==> src/rtl/triple_window_pkg.sv <==
// Shared types for the triple_window front-end and the min/max/mid comparator it feeds.
package triple_window_pkg;

   localparam int SAMPLE_W = 7;

   typedef enum logic [1:0] {
      EMPTY = 2'd0,
      ONE   = 2'd1,
      TWO   = 2'd2
   } fill_e;

   // a = oldest, b = middle, c = newest; also the comparator's input bundle
   typedef struct packed {
      logic [SAMPLE_W-1:0] a;
      logic [SAMPLE_W-1:0] b;
      logic [SAMPLE_W-1:0] c;
   } triple_t;

endpackage

==> src/rtl/triple_window_triple_reg.sv <==
// Output register slice: holds one triple with a valid/ready handshake.
module triple_reg
   import triple_window_pkg::*;
(
   input  logic                        clk,
   input  logic                        rst_n,
   input  logic                        load,
   input  logic [$bits(triple_t)-1:0]  next,
   input  logic                        out_ready,
   output logic                        out_valid,
   output logic [$bits(triple_t)-1:0]  triple,
   output logic                        free
);

   logic    valid_reg;
   triple_t data_reg;

   assign free      = !valid_reg || out_ready;
   assign out_valid = valid_reg;
   assign triple    = data_reg;

   // load is only raised while free, so a load also covers the consume of the old triple
   always_ff @(posedge clk) begin
      if (!rst_n) begin
         valid_reg <= 1'b0;
         data_reg  <= '0;
      end else if (load) begin
         valid_reg <= 1'b1;
         data_reg  <= next;
      end else if (out_ready) begin
         valid_reg <= 1'b0;
      end
   end

endmodule

==> src/rtl/triple_window.sv <==
// Groups a sample stream into windows of three (sliding or block) and presents each as a registered triple.
module triple_window
   import triple_window_pkg::*;
#(
   parameter int W     = SAMPLE_W,
   parameter bit SLIDE = 1'b1
)(
   input  logic         clk,
   input  logic         rst_n,
   input  logic         in_valid,
   output logic         in_ready,
   input  logic [W-1:0] in_data,
   input  logic         flush,
   output logic         out_valid,
   input  logic         out_ready,
   output logic [W-1:0] out_a,
   output logic [W-1:0] out_b,
   output logic [W-1:0] out_c,
   output logic [1:0]   fill
);

   logic [W-1:0] h0_reg;
   logic [W-1:0] h1_reg;
   fill_e        fill_reg;
   logic         free;
   logic         accept;
   logic         load;
   triple_t      next_triple;
   triple_t      held;

   assign in_ready = rst_n && !flush && free;
   assign accept   = in_valid && in_ready;
   assign load     = accept && (fill_reg == TWO);

   assign next_triple.a = h0_reg;
   assign next_triple.b = h1_reg;
   assign next_triple.c = in_data;

   // History always shifts on accept; in block mode it is don't-care once fill returns to EMPTY
   always_ff @(posedge clk) begin
      if (!rst_n) begin
         fill_reg <= EMPTY;
         h0_reg   <= '0;
         h1_reg   <= '0;
      end else if (flush) begin
         fill_reg <= EMPTY;
      end else if (accept) begin
         h0_reg <= h1_reg;
         h1_reg <= in_data;
         case (fill_reg)
            EMPTY:   fill_reg <= ONE;
            ONE:     fill_reg <= TWO;
            default: fill_reg <= SLIDE ? TWO : EMPTY;
         endcase
      end
   end

   triple_reg u_triple_reg (
      .clk       (clk),
      .rst_n     (rst_n),
      .load      (load),
      .next      (next_triple),
      .out_ready (out_ready),
      .out_valid (out_valid),
      .triple    (held),
      .free      (free)
   );

   assign out_a = held.a;
   assign out_b = held.b;
   assign out_c = held.c;
   assign fill  = fill_reg;

endmodule

==> config.mk <==
export PLATFORM = sky130hd
export DESIGN_NAME = triple_window
export DESIGN_NICKNAME = d
export VERILOG_FILES = /design/src/rtl/triple_window_pkg.sv /design/src/rtl/triple_window_triple_reg.sv /design/src/rtl/triple_window.sv
export SDC_FILE = /design/constraint.sdc
export NUM_CORES = 1
export LEC_CHECK = 0
export CAP_MARGIN = 25
export CORE_ASPECT_RATIO = 1.4
export CORE_MARGIN = 10
export CORE_UTILIZATION = 48
export DETAILED_ROUTE_END_ITERATION = 12
export MAX_ROUTING_LAYER = met4
export PLACE_DENSITY = 0.88
export SLEW_MARGIN = 20
export SYNTH_ARGS = -nofsm -noshare
export SYNTH_HDL_FRONTEND = slang
export SYNTH_HIERARCHICAL = 1
export SYNTH_SLANG_ARGS = --single-unit
==> constraint.sdc <==
create_clock -name clk -period 2.1 [get_ports clk]
set_input_delay 0.63 -clock clk [delete_from_list [all_inputs] [get_ports clk]]
set_output_delay 0.63 -clock clk [all_outputs]
set_load 0.02 [all_outputs]
==> flow_summary_export.csv <==
group,metric,value,unit
outcome,run_status,"complete, no violations",
routing,drt_wl_total,3190,um
synth,netlist_top_cells_area,"dfxtp_1, mux2i_1, nor2b_1",
grt,grt_use_total,12.2,%
floorplan,start_util,49.2,%
timing,fmaxAchievable,504,MHz
floorplan,rows,24,
cells_and_area,num_antenna_cells,0,
grt,grt_max_degree,44,
worst_hold_path,hold_class,"reg2reg",
timing,slew_headroom,75.0,%
cells_and_area,stdcell_area,2040,um^2
cells_and_area,register_area,761,um^2
timing,setup_slack,0.117,ns
timing,drv_slew,0,
critical_path,path_cells,"clkdlybuf4s50_1",
critical_path,cp.required,1.47,ns
cells_and_area,final_layout_size_suffix_gt1_share,13.2,%
placement,routabilityCongestion,0.750,
critical_path,critical-path-max-stage-delay,0.65,ns
cells_and_area,fin_nets,193,
routing,viasPerCell,4.80,
clock_tree,cts_buffer_depth,2,
critical_path,path_delay_family,"buffers and inverters",
floorplan,ios,37,
run,max_cap_viol_count,0,
pwr,power-per-cell-area,653,nW/um^2
clock_tree,cts_tree,"built",
grt,first_global_vias,1141,
synth,yosysTopAreaCellShare,50.5,%
timing,post-route-period-util,94.4,%
synth,syn_area,1510,um^2
pwr,p_leak,0.726,nW
clock_tree,clock_latency,0.28,ns
clock_tree,clkSinkCount,38,
routing,wl_per_cell,14.5,um
cells_and_area,num-fill-cells,254,
clock_tree,cts_buffers,5,
synth,synth_largest_area_cell,"dfxtp_1",
floorplan,die_w,67.4,um
worst_hold_path,hold_depth,2,
placement,numPortBuffers,36,
timing,setup_viol,0,
placement,dp_hpwl,2310,um
clock_tree,postCtsHoldBufs,0,
clock_tree,cts_setup_buffers,0,
critical_path,crit_buf_inv,1,
routing,route.detailed.drc,0,
clock_tree,htreeDepth,2,
timing,min_period,1.98,ns
placement,place_ws,-0.530,ns
synth,synthTopCellsByCount,"dfxtp_1, mux2i_1, nand2_1",
clock_tree,cts.reportedPaths.clkPinSlew,0.07,ns
critical_path,path_max_fanout,5,
critical_path,cp_num_cells,1,
synth,yosysUniqueCellTypes,18,
grt,overflow,0,
timing,fin_tns_setup,0,ns
grt,grt_pass1_wl,5260,um
routing,ant_nets,0,
floorplan,die_y,86.3,um
synth,yosys_warnings,6,
cells_and_area,largest_reg_flops,21,
synth,ys.flop_type,"dfxtp_1",
synth,async_flop_share,0,%
timing,skew,0.00509,ns
critical_path,crit_slowest_cell,"clkdlybuf4s50_1",
critical_path,cp.arrival,1.35,ns
synth,ys_ff_latch,38,
synth,synth_most_common_cell,"dfxtp_1",
placement,place_area,1890,um^2
synth,synth_edf_count,0,
clock_tree,root_buffer,"clkbuf_8",
routing,dr_total_vias,1060,
critical_path,r2r_cells,7,
floorplan,die_area,5810,um^2
timing,rsz0062_at_grt,"false",
routing,dr.pass1.iters,4,
floorplan,placeableCoreArea,3060,um^2
timing,finalHoldViolCount,0,
cells_and_area,area.growth.synth_to_final,35.4,%
synth,ys_seq_area_share,50.5,%
pwr,ir_drop,0.661,mV
routing,dr.first_iter.drc_count,17,
critical_path,worst_setup_path_end_kind,"output port",
grt,antenna_found_initial,0,
critical_path,startpoint_type,"register",
synth,syn_nets,150,
synth,syn_inst,138,
timing,worst_pin_slew,0.373,ns
synth,syn_area_per_cell,10.9,um^2
cells_and_area,multiInputGateArea,683,um^2
critical_path,critPathKind,"reg2out",
-- metal layers --
| metal | GRT usage [%] | wire, um | up-vias | part of all wire (%) |
|---|---|---|---|---|
| li1 | - | - | 542 | - |
| met1 | 11.8 | 1220 | 496 | 38 |
| met2 | 20.8 | 1820 | 18 | 57 |
| met3 | 4.39 | 109 | 4 | 3.4 |
| met4 | 5.81 | 49 | 0 | 1.5 |
| met5 | - | 0 | - | 0 |
-- worst register-to-register path: cells and delay by family, from the launching register on --
family / cells / cell delay, ns
AND/OR/NAND/NOR: 4 / 0.61
flip-flops: 1 / 0.33
buffers and inverters: 2 / 0.38
multiplexers: 1 / 0.20
-- timing repair --
| item | 4_1_cts | 5_1_grt |
|---|---|---|
| gates resized for setup | 11 | 11 |
| gates cloned | 0 | 2 |
| endpoints found under the setup margin | 3 | 18 |
| pin swaps | 1 | 1 |
-- path summary, 6_finish.rpt --
check                                       startpoint                     end  slack, ns
worst min register to register               h0_reg[4]               h0_reg[4]       0.46
worst min-delay path                         h0_reg[4]               h0_reg[4]       0.46
worst max register to register  u_triple_reg/out_valid  u_triple_reg/triple[4]       0.47
worst max-delay path                           fill[0]                 fill[0]       0.12
-- layout make-up --
class	count	area share, %
clock buffer	6	4.05
clock inverter	2	0.613
inverter	2	0.368
multi-input combinational	89	33.5
sequential	38	37.3
tap	39	2.39
timing repair buffer	45	21.8
-- logic make-up after synthesis --
group           share of synthesized area (%)
mux                                      23.2
buf+inv                                  6.97
simple gates                             17.4
flops                                    50.5
compound gates                           1.91
-- placed cells by master (no fill, tap or decap), types with 2 or more instances in the layout --
cell type | synthesis | routed
nand2_1 | 22 | 22
buf_6 | 2 | 2
dlygate4sd2_1 | 0 | 2
dfxtp_1 | 38 | 38
mux2i_1 | 35 | 34
nor2b_1 | 21 | 21
nand2b_4 | 0 | 2
clkdlybuf4s50_1 | 0 | 32
clkbuf_8 | 0 | 6
inv_1 | 2 | 2
buf_4 | 0 | 7
-- power by group --
part	switching [mW]	internal, mW
Clock	0.237	0.263
Sequential	0.00648	0.731
Combinational	0.0413	0.0518
Total	0.285	1.05
-- stage by stage --
| step | std cells | utilization (%) | power (mW) | hold WS, ns |
|---|---|---|---|---|
| global placement | 211 | 61.7 | 0.839 | 0.442 |
| global route | 221 | 66.6 | 1.39 | 0.491 |
| detailed placement | 211 | 61.7 | 0.844 | 0.450 |
| floorplan | 138 | - | 0.803 | 0.434 |
| finish | 221 | 66.6 | 1.33 | 0.465 |
| CTS | 219 | 65.4 | 1.35 | 0.468 |
Power figures use the tool's default switching activity.
==> patch: new RTL, config.mk and constraints unchanged <==
Change the package constant `SAMPLE_W` from 7 to 14.
--- a/src/rtl/triple_window_pkg.sv
+++ b/src/rtl/triple_window_pkg.sv
@@ -2,5 +2,5 @@
 package triple_window_pkg;
 
-   localparam int SAMPLE_W = 7;
+   localparam int SAMPLE_W = 14;
 
    typedef enum logic [1:0] {
Interface: changed (resized in_data, out_a, out_b and out_c); port bits go from 37 to 65. No check against the original RTL was run, so the function may have changed too.
==> patch against the original RTL <==
  * Hold slack worse by 0.57 ps
  * Clock skew up 5.0 ps
  * Critical path type is now input port to primary output
  * Area after synthesis up 89%
  * Critical path depth rose by 3
  * Cell area rose by 90%
  * Global-route usage grew 0.34 points
  * Worst setup slack worse by 76 ps
  * Sequential cell count grew 35
  * Total power increased by 110%
  * Wire length is 100% higher
  * Largest power group unchanged
==> patch: results (changes against the original RTL) <==
Run status
  • Status: completed (unchanged)

Global route
  • Pin count of the biggest net entering global routing: 86 (was 44)
  • Global-route track usage on met3: 3.24% (was 4.39%)
  • GR Util All Layers: 12.5% (was 12.2%)
  • Global routing usage on met2: 18.4% (was 20.8%)

Layout
  • Fraction of area in non-clock buffers: 22.3% (was 21.8%)
  • Clock buffers and inverters, area share: 5.58% (was 4.66%)
  • Number of flip-flops in the largest register: 42 (was 21)
  • Total area of multi-input combinational cells: 0.00124 sq mm (was 683 sq um)
  • Layout overhead on the synthesized area: 36.2% (was 35.4%)
  • Share of layout cells above drive strength 1: 11.1% (was 13.2%)
  • Total Nets Final: 349 (was 193)
  • Cell Count, Final, Fillers Out: 403 (was 221)
  • Sequential cell area: 0.00146 sq mm (was 761 sq um)

Placement
  • Worst slack, placed: -474 ps (was -530 ps)
  • Port buffer count: 64 (was 36)
  • Final HPWL DP: 4050 um (was 2310 um)
  • Placement Cell Area: 0.00350 sq mm (was 0.00189 sq mm)

Clock network
  • Cts bufs inserted: 9 (was 5)
  • Sinks on the clock net: 73 (was 38)
  • Post-cts gate resize count: 6 (was 11)
  • Insertion delay of the later-clocked pin in the worst-skew pair: 340 ps (was 280 ps)

Logic synthesis
  • Area of the mapped netlist: 0.00285 sq mm (was 0.00151 sq mm)
  • Commonest cells in the synthesized netlist: dfxtp_1, mux2i_1, nand2_1 (unchanged)
  • Leading post-synthesis cells by cell area: dfxtp_1, mux2i_1, nor2b_1 (unchanged)
  • Share of cell area taken by muxes after synthesis: 24.6% (was 23.2%)
  • Cells after Synth: 258 (was 138)
  • Sequential share of the synthesized area: 51.3% (was 50.5%)
  • Number of nets in the synthesized netlist: 277 (was 150)

Worst setup path
  • FF-to-FF path depth: 8 (was 7)
  • Critical register-to-register path endpoint: u_triple_reg/triple[10] (was u_triple_reg/triple[4])

Drt
  • Routed wire length per instance: 16.0 um (was 14.5 um)
  • Metal-1 WL: 2920 um (was 1220 um)
  • Iter 0 DRT Violations: 182 (was 17)

Pwr
  • Static leakage: 0.00148 uW (was 0.000726 uW)
  • NetSw: 570 uW (was 285 uW)
  • Sequential share of power: 51.0% (was 55.4%)

Hold path
  • Destination of the worst hold path: h0_reg[5] (was h0_reg[4])
  • Worst Hold Launch: h0_reg[5] (was h0_reg[4])

Timing
  • Tightest Pin Transition: 694 ps (was 373 ps)
  • Skew final: 10.0 ps (was 5.09 ps)
  • Worst hold slack: 464 ps (was 465 ps)
patch: cell types whose count changed in the layout (fill, tap and decap cells not counted), sizes merged:
cell and change:
buf +2, nor2b +21, clkinvlp -1, nand2 +21
clkbuf +9, nand3b +1, bufinv +2, and3b -1
dfxtp +35, mux2i +35, clkdlybuf4s50 +28, dlygate4sd2 -2
dlymetal6s2s +1
patch: power groups by stage:
stage / combinational, uW / clock (uW) / sequential, uW
after global routing: 163 / 1280 / 1420
final: 152 / 1210 / 1420
after global placement: 144 / 0 / 1450
after floorplan: 90.1 / 0 / 1450
after CTS: 148 / 1230 / 1410
after detailed placement: 147 / 0 / 1450
patch: worst max-delay path by stage:
stage	depth (start not counted)	startpoint	slack [ps]	end
2_1_floorplan	7	rst_n	210	u_triple_reg/triple[0]
5_1_grt	4	flush	-6	in_ready
6_report	4	flush	40	in_ready
3_3_place_gp	5	out_ready	-460	in_ready
4_1_cts	5	out_ready	7	in_ready
3_5_place_dp	5	out_ready	-470	in_ready
